`src/rtl/sram_port_arbiter.sv`:
```
// Round-robin arbiter sharing one single-port SRAM macro between two requesters,
// with per-port lock for atomic read-modify-write and tagged read-valid return.
module sram_port_arbiter #(
    parameter int ADDR_W = 5,
    parameter int DATA_W = 32
) (
    input  logic              clk,
    input  logic              reset,

    input  logic              a_req,
    input  logic              a_we,
    input  logic [ADDR_W-1:0] a_addr,
    input  logic [DATA_W-1:0] a_wdata,
    input  logic              a_lock,
    output logic              a_gnt,
    output logic              a_rvalid,

    input  logic              b_req,
    input  logic              b_we,
    input  logic [ADDR_W-1:0] b_addr,
    input  logic [DATA_W-1:0] b_wdata,
    input  logic              b_lock,
    output logic              b_gnt,
    output logic              b_rvalid,

    output logic [DATA_W-1:0] rdata,

    output logic              sram_csb_n,
    output logic              sram_we_n,
    output logic [ADDR_W-1:0] sram_addr,
    output logic [DATA_W-1:0] sram_din,
    input  logic [DATA_W-1:0] sram_dout
);

    typedef enum logic [1:0] {
        LOCK_IDLE  = 2'd0,
        LOCK_OWN_A = 2'd1,
        LOCK_OWN_B = 2'd2
    } lock_state_t;

    localparam logic PORT_A = 1'b0;
    localparam logic PORT_B = 1'b1;

    lock_state_t lock_state;
    logic        rr_last;
    logic        rd_pend;
    logic        rd_port;

    logic        own_a;
    logic        own_b;
    logic        gnt_a;
    logic        gnt_b;

    // Ownership ends in the very cycle the owner drops its lock, so the other
    // port can already be granted in that cycle.
    assign own_a = (lock_state == LOCK_OWN_A) && a_lock;
    assign own_b = (lock_state == LOCK_OWN_B) && b_lock;

    // NOTE: every always_comb output gets a default first so no path can infer a latch.
    always_comb begin
        gnt_a = 1'b0;
        gnt_b = 1'b0;
        if (reset) begin
            gnt_a = 1'b0;
            gnt_b = 1'b0;
        end else if (own_a) begin
            gnt_a = a_req;
        end else if (own_b) begin
            gnt_b = b_req;
        end else if (a_req && b_req) begin
            gnt_a = (rr_last == PORT_B);
            gnt_b = (rr_last == PORT_A);
        end else begin
            gnt_a = a_req;
            gnt_b = b_req;
        end
    end

    assign a_gnt = gnt_a;
    assign b_gnt = gnt_b;

    always_comb begin
        sram_csb_n = 1'b1;
        sram_we_n  = 1'b1;
        sram_addr  = '0;
        sram_din   = '0;
        if (gnt_a) begin
            sram_csb_n = 1'b0;
            sram_we_n  = ~a_we;
            sram_addr  = a_addr;
            sram_din   = a_wdata;
        end else if (gnt_b) begin
            sram_csb_n = 1'b0;
            sram_we_n  = ~b_we;
            sram_addr  = b_addr;
            sram_din   = b_wdata;
        end
    end

    // NOTE: sequential state uses non-blocking assignments so every flop samples pre-edge values.
    always_ff @(posedge clk or posedge reset) begin
        if (reset) begin
            lock_state <= LOCK_IDLE;
            rr_last    <= PORT_B;
            rd_pend    <= 1'b0;
            rd_port    <= PORT_A;
        end else begin
            if (gnt_a) begin
                rr_last <= PORT_A;
            end else if (gnt_b) begin
                rr_last <= PORT_B;
            end

            if (gnt_a && a_lock) begin
                lock_state <= LOCK_OWN_A;
            end else if (gnt_b && b_lock) begin
                lock_state <= LOCK_OWN_B;
            end else if (own_a) begin
                lock_state <= LOCK_OWN_A;
            end else if (own_b) begin
                lock_state <= LOCK_OWN_B;
            end else begin
                lock_state <= LOCK_IDLE;
            end

            rd_pend <= (gnt_a && !a_we) || (gnt_b && !b_we);
            rd_port <= gnt_b ? PORT_B : PORT_A;
        end
    end

    assign a_rvalid = rd_pend && (rd_port == PORT_A);
    assign b_rvalid = rd_pend && (rd_port == PORT_B);
    assign rdata    = sram_dout;

endmodule

```
`config.mk`:
```
export PLATFORM = sky130hd
export DESIGN_NAME = sram_port_arbiter
export DESIGN_NICKNAME = d
export VERILOG_FILES = /design/src/rtl/sram_port_arbiter.sv
export SDC_FILE = /design/constraint.sdc
export NUM_CORES = 1
export LEC_CHECK = 0
export CORE_MARGIN = 8
export CORE_UTILIZATION = 27
export CTS_BUF_LIST = sky130_fd_sc_hd__clkbuf_2 sky130_fd_sc_hd__clkbuf_4 sky130_fd_sc_hd__clkbuf_8
export DETAILED_ROUTE_END_ITERATION = 6
export PLACE_DENSITY = 0.93
export SYNTH_ARGS = -nofsm -noshare
export SYNTH_HDL_FRONTEND = slang
export SYNTH_SLANG_ARGS = --single-unit
```
`constraint.sdc`:
```
create_clock -name clk -period 3.42 [get_ports clk]
set_input_delay 0.513 -clock clk [delete_from_list [all_inputs] [get_ports clk]]
set_output_delay 0.513 -clock clk [all_outputs]
set_load 0.05 [all_outputs]
```
Word-level counts from Yosys, hierarchy flattened:

Cells that the tools add are included.

* reduce and logical (&&, ||, !) cells: 13
* multiplexer cells: 23
* equal/unequal tests: 2
* bitwise gates (word level): 4

Operator list (count)
* $mux W32: 2
* $mux W1: 15
* $mux W5: 2
* $logic_and A1 B1 Y1: 9
* $mux W2: 4
* $not A1 Y1: 4
* $eq A2 B1 Y1 const B: 1
* $eq A2 B2 Y1 const B: 1
* $logic_not A1 Y1: 2
* $reduce_bool A2 Y1: 1
* $logic_or A1 B1 Y1: 1

* input bits: 114
* flip-flop bits (word level): 5
* logic and storage cells: 46

Longest topological paths before layout:

Gate-level depths: netlist of run 1.

* word-level depth: 8
* depth in mapped cells: 5
* depth with buffers taken out: 3

Least setup slack after synthesis of run 1:

OpenSTA, ideal clock, no wires.

* kind: input to output
* start point: in b_req
* end point: out sram_we_n
* data arrival time: 1.961 ns
* data required time: 2.907 ns
* setup slack: 0.946 ns
* cell stages on the path: 5
* path buffers: 2
* cell sequence: nand2b_1 -> buf_2 -> a21oi_1 -> buf_2 -> a2bb2oi_1

* word-level cells in the longest chain between the ends: 7

Ends and longest elaborated chain
* from (decl): line 18 `input logic b_req,`
* $logic_and A1 B1 Y1: line 70 `end else if (a_req && b_req) begin`
* $mux W1: line 70
* $mux W1: line 68 `end else if (own_b) begin`
* $mux W1: line 66 `end else if (own_a) begin`
* $mux W1: line 63 `if (reset) begin`
* $mux W1: line 92 `end else if (gnt_b) begin`
* $mux W1 (*): line 87 `if (gnt_a) begin`
* to (decl): line 29 `output logic sram_we_n,`

Mark *: on every way between the ends. The rest lies on a longest branch, timed or not.

Worst setup path in the final report of run 1:

Ends and elaborated chain as after synthesis.

==> results.yml, run 1 <==
finish:
  fill_cells: 390
  fin_util: 0.596
  regArea_um2: 126
  finalNonFillerCells: 312
  layout_commonest_cell: "clkdlybuf4s50_1"
  diodes: 0
  nets: 360
  final_cell_mix: "clkdlybuf4s50_1, buf_12, o211ai_1"
  drive_gt1_frac: 0.257
  multi_input_area_um2: 846
  area_growth_pct: 113
critical_path:
  crit_start: "b_req"
  crit_arrival_ns: 2.32
  reg2reg_from: "rr_last"
  startpoint_type: "input pin"
  cp_top_family: "buffers and inverters"
  slowest_stage: "clkdlybuf4s50_1"
  crit_fanout: 24
  worst_ep_required_time_ns: 2.91
  path_buf_inv: 3
  crit_chain: "clkdlybuf4s50_1 > nand2b_2 > a21oi_4 > buf_4 > a2bb2oi_1 > buf_12"
  crit_type: "in -> out"
  cp_slowest_stage_delay_ns: 0.49
  cp-end-kind: "output port"
clock_tree:
  insertion_delay_ns: 0.22
  h-tree-depth: 1
  cts_tree: "yes"
  cts_hold_buf: 0
  clockBufferDepth: 2
  post_cts_buffers: 0
  ctsResizeCount: 0
  root_buffer: "clkbuf_8"
  cts_buffers: 3
  clk_pin_slew_worst_paths_ns: 0.04
  cts_num_sinks: 5
grt:
  grtUsageMet1: 0.159
  grt_overflow: 0
  grt_pass1_vias: 1860
  met2_usage: 0.274
  grt_busiest_layer: "met2"
  grt_pass1_wl_mm: 9.27
  track_usage: 0.153
  use_met3: 0.0506
  antenna_found_initial: 0
  grt_max_degree: 41
logic_synthesis:
  synth_compound_area_frac: 0.560
  synthMuxAreaShare: 0
  ys_seq_area_frac: 0.0955
  synth-xor-area-share: 0
  syn_area_um2: 1320
  synthArstFlopShare: 1.00
  synth_top_family_by_area: "compound AO/OA/AOI/OAI gates"
  synth-edff-count: 0
  synth_top_cell_by_area: "o2bb2ai_1"
  synth_top_area_frac: 0.232
  synthTopCellsByArea: "o2bb2ai_1, o211ai_1, buf_4"
  synth-simple-area-share: 0.0614
  synth.ff_latch_count: 5
  syn_area_per_cell_um2: 8.12
  syn_nets: 277
  synthDistinctLibCells: 26
  synthAdderAreaFrac: 0
  yosys_most_used_dff: "dfrtp_1"
  synth_cells: 163
  synth_warnings: 0
die:
  ioPinCount: 189
  start_util: 0.280
  die_area_um2: 7400
  die_x_um: 86.0
  die_h_um: 86.0
  rows: 25
  core_region_area_um2: 4720
pwr:
  power_density_nw_per_um2: 294
  p_leak_nw: 0.994
  switching_share: 0.447
  p_seq_frac: 0.090
  clock_power_share: 0.142
  switchingPower_uw: 370
  p_int_uw: 458
  power_uw: 828
  ir_drop_mv: 0.326
  p_comb_frac: 0.768
status:
  outcome: "completed"
timing:
  worst_pin_slew_ns: 0.520
  setup_viol: 0
  clock-skew-final_ns: 0.00148
  fmax_mhz: 353
  fin_tns_setup_ns: 0
  hold_violations: 0
  relSlewSlack: 0.653
  period_minus_slack_ns: 2.84
  rsz0062_at_grt: "no"
  drv_slew: 0
  fin_crit_sh: 0.829
detailed_routing:
  drtPass1Iterations: 4
  vias: 1674
  ant_nets: 0
  drcViolationCount: 0
  post_drt_wl_per_cell_um: 18.8
  viasPerCell: 5.37
  drt-initial-drc-count: 41
  drt-total-wl_mm: 5.87
hold_path:
  hp-start: "rr_last"
  hp-class: "reg -> reg"
place:
  io_buffers: 124
  place_inst: 308
  place_hpwl_mm: 4.68
  place_congestion: 0.709
job:
  maxCapViolations: 0
cell usage after synthesis (2+ instances only):
library cell,n
dfrtp_1,4
inv_1,3
nor2_1,2
o2bb2ai_1,35
o2bb2ai_2,3
buf_4,32
buf_2,9
o211ai_1,39
and2_1,3
a21oi_1,2
clkbuf_1,9
nand2b_1,2
a2bb2oi_1,2
buf_6,4
nor2b_1,3
power by group through the flow:
stage          Clock, mW  Combinational (mW)  Sequential [mW]
4_1_cts            0.121               0.641           0.0744
2_1_floorplan          0               0.411           0.0720
3_5_place_dp           0               0.639           0.0750
6_report           0.118               0.636           0.0744
3_3_place_gp           0               0.630           0.0742
5_1_grt            0.125               0.667           0.0759
flip-flops by register name (all words and copies together) (netlist names):
name	flops
lock_state	2
rd_pend	1
rd_port	1
rr_last	1
metrics by stage:
step                instance area [µm²]  hold WS (ns)  setup WS, ns
finish                             2820         0.516         0.584
global route                       2820         0.532         0.457
CTS                                2820         0.517         0.578
detailed placement                 2770         0.509         0.591
global placement                   2770         0.497         0.631
floorplan                          1320         0.299         0.946
layer usage:
metal | up-vias | share of wire
met3 | 16 | 0.089
met4 | 0 | 0.023
met2 | 91 | 0.51
met1 | 787 | 0.38
li1 | 780 | -
met5 | - | 0
path summary, 6_finish.rpt:
path	endpoint	slack [ns]	cells after the start
max in group asynchronous	rr_last	2.59	2
worst max register to register	rd_pend	1.85	4
min in group asynchronous	rd_port	0.59	2
worst min register to register	rr_last	0.52	1
worst min-delay path	rr_last	0.52	1
worst max-delay path	sram_we_n	0.58	6
cell families after synthesis:
group / Yosys count
AND/OR/NAND/NOR: 13
AO/OA/AOI/OAI: 88
buffers and inverters: 57
flip-flops: 5
area by class of cell:
type / instances / share of cell area
inverters: 3 / 0.00400
flip-flops and latches: 5 / 0.0449
repair buffers: 132 / 0.604
clock buffers: 4 / 0.0173
well taps: 67 / 0.0298
multi-input cells: 101 / 0.300
worst register-to-register path: cells and delay by family, from the launching register on:
kind,cells,cell delay [ns]
buffers and inverters,1,0.23
AOI/OAI and AO/OA,2,0.27
and+or+nand+nor,1,0.45
DFF,1,0.53
No activity file was read; power rests on OpenSTA's default activity.
==> inputs of run 2 (changes only) <==
--- a/config.mk
+++ b/config.mk
@@ -6,10 +6,10 @@
 export NUM_CORES = 1
 export LEC_CHECK = 0
 export CORE_MARGIN = 8
-export CORE_UTILIZATION = 27
+export CORE_UTILIZATION = 22
 export CTS_BUF_LIST = sky130_fd_sc_hd__clkbuf_2 sky130_fd_sc_hd__clkbuf_4 sky130_fd_sc_hd__clkbuf_8
 export DETAILED_ROUTE_END_ITERATION = 6
-export PLACE_DENSITY = 0.93
+export PLACE_DENSITY = 0.81
 export SYNTH_ARGS = -nofsm -noshare
 export SYNTH_HDL_FRONTEND = slang
 export SYNTH_SLANG_ARGS = --single-unit
==> constraint.sdc (replaced) <==
create_clock -name clk -period 2.4 [get_ports clk]
set_input_delay 0.36 -clock clk [delete_from_list [all_inputs] [get_ports clk]]
set_output_delay 0.36 -clock clk [all_outputs]
set_load 0.05 [all_outputs]
==> run 2 against run 1 <==
  * Final area is 3.8% higher
  * First-iteration DRC count is 56% higher
  * Sequential cell count stayed put
  * Setup slack worse by 0.53 ns
  * Clock-buffer cell count stayed put
  * Clock skew is 0.0029 ns higher
  * Combinational power is 48% higher
  * Non-clock buffer count is 4 higher
  * Critical endpoint is now sram_din[1]
  * Critical path depth is 1 higher
  * Die area is 18% higher
==> results.yml, run 2 (synthesized netlist as in run 1, its figures left out) <==
status:
  outcome: "completed"
timing:
  relSlewSlack: 0.668
  worst_pin_slew_ns: 0.496
  fmax_mhz: 427
  fin_crit_sh: 0.976
  fin_ws_ns: 0.0572
  hold_ws_ns: 0.425
  period_minus_slack_ns: 2.34
  setup_viol: 0
  rsz0062_at_grt: "yes"
  hold_violations: 0
  clock-skew-final_ns: 0.00435
  drv_slew: 0
finish:
  largest_reg_flops: 2
  layout_commonest_cell: "clkdlybuf4s50_1"
  fill_cells: 528
  drive_gt1_frac: 0.277
  top_register: "lock_state"
  nets: 364
  area_growth_pct: 121
  diodes: 0
  fin_util: 0.497
  final_cell_mix: "clkdlybuf4s50_1, buf_12, o211ai_1"
place:
  place_congestion: 0.770
  dp_slack_ns: 0.0885
  io_buffers: 124
  place_hpwl_mm: 4.73
detailed_routing:
  drt-initial-drc-count: 64
  drcViolationCount: 0
  drtPass1Iterations: 4
  ant_nets: 0
  viasPerCell: 5.19
  drt-total-wl_mm: 6.34
  vias: 1683
  post_drt_wl_per_cell_um: 19.6
clock_tree:
  root_buffer: "clkbuf_8"
  cts_tree: "yes"
  clk_pin_slew_worst_paths_ns: 0.04
  cts_num_sinks: 5
  clockBufferDepth: 2
  insertion_delay_ns: 0.22
  cts_hold_buf: 0
  cts_buffers: 3
  h-tree-depth: 1
pwr:
  power_mw: 1.22
  power_density_nw_per_um2: 416
  p_leak_nw: 1.03
  ir_drop_mv: 0.304
grt:
  grt_pass1_vias: 1779
  grt_pass1_wl_mm: 9.27
  grt_overflow: 0
  track_usage: 0.130
  grt_max_degree: 43
  antenna_found_initial: 0
critical_path:
  worst_ep_required_time_ns: 2.04
  crit_fanout: 21
  regToRegSetupSlack_ns: 0.89
  startpoint_type: "input pin"
  cp-end-kind: "output port"
  crit_chain: "clkdlybuf4s50_1 > nand2b_2 > a211oi_4 > buf_4 > buf_12 > o2bb2ai_1 > buf_12"
  crit_arrival_ns: 1.98
  cp_slowest_stage_delay_ns: 0.45
  slowest_stage: "clkdlybuf4s50_1"
  crit_path_frequent_cell: "buf_12"
  crit_type: "in -> out"
hold_path:
  hp-class: "in -> async"
die:
  die_h_um: 93.6
  die_x_um: 93.6
  rows: 28
  start_util: 0.225
  ioPinCount: 189
  core_region_area_um2: 5890
  die_area_um2: 8760
job:
  maxCapViolations: 0
[run 2: cell count changes in the layout (fill, tap and decap cells not counted), sizes merged]
cell	change
buf	+3
clkbuf	+1
[run 2: through the flow]
step,instance area [µm²],setup TNS (ns),instances
floorplan,1320,0,163
global placement,2810,0,316
detailed placement,2810,0,316
CTS,2860,0,320
global route,2920,-0.272,324
finish,2920,0,324
[run 2: what timing repair did]
| action | 4_1_cts | 5_1_grt |
|---|---|---|
| resized for setup | 0 | 2 |
| endpoints found under the setup margin | 0 | 3 |
| setup buffers | 0 | 2 |
[run 2: per-layer routing]
metal	global-route usage	part of all wire	wire, µm	vias up
met3	0.0377	0.084	532	12
met5	0	0	0	-
met4	0.0291	0.011	72	0
met1	0.147	0.39	2450	798
met2	0.234	0.52	3280	88
li1	-	-	-	785
[run 2: where the power goes]
group | internal, mW | total (mW) | leakage [nW] | switching (mW)
combinational | 0.453 | 0.940 | 0.945 | 0.486
sequential | 0.0968 | 0.107 | 0.0639 | 0.0101
clock | 0.125 | 0.168 | 0.0262 | 0.0430
[run 2: worst max-delay path, delay by kind of cell]
family	cells	cell delay, ns
AO/OA/AOI/OAI	2	0.43
AND/OR/NAND/NOR	1	0.24
buffers and inverters	4	0.94
[run 2: layout make-up]
class	count	area, µm²	area share
Inverter	3	11.3	0.00385
Timing Repair Buffer	136	1790	0.612
Tap cell	75	93.8	0.0321
Clock buffer	4	48.8	0.0167
Multi-Input combinational cell	101	855	0.292
Sequential cell	5	126	0.0432
[run 2: final timing paths]
path | cells past startpoint | start | endpoint
worst max-delay path | 7 | reset | sram_din[1]
worst min-delay path | 2 | reset | rd_pend
worst max register to register | 5 | lock_state[0] | rd_pend
worst min register to register | 1 | rr_last | rr_last
max in group asynchronous | 2 | reset | rr_last
min in group clk | 1 | rr_last | rr_last
==> inputs of run 3 (changes only) <==
--- a/config.mk
+++ b/config.mk
@@ -5,6 +5,7 @@
 export SDC_FILE = /design/constraint.sdc
 export NUM_CORES = 1
 export LEC_CHECK = 0
+export CAP_MARGIN = 20
 export CORE_MARGIN = 8
 export CORE_UTILIZATION = 22
 export CTS_BUF_LIST = sky130_fd_sc_hd__clkbuf_2 sky130_fd_sc_hd__clkbuf_4 sky130_fd_sc_hd__clkbuf_8
==> results of run 3 <==
Same layout as run 2: the final DEF is identical, and so are final timing and power.
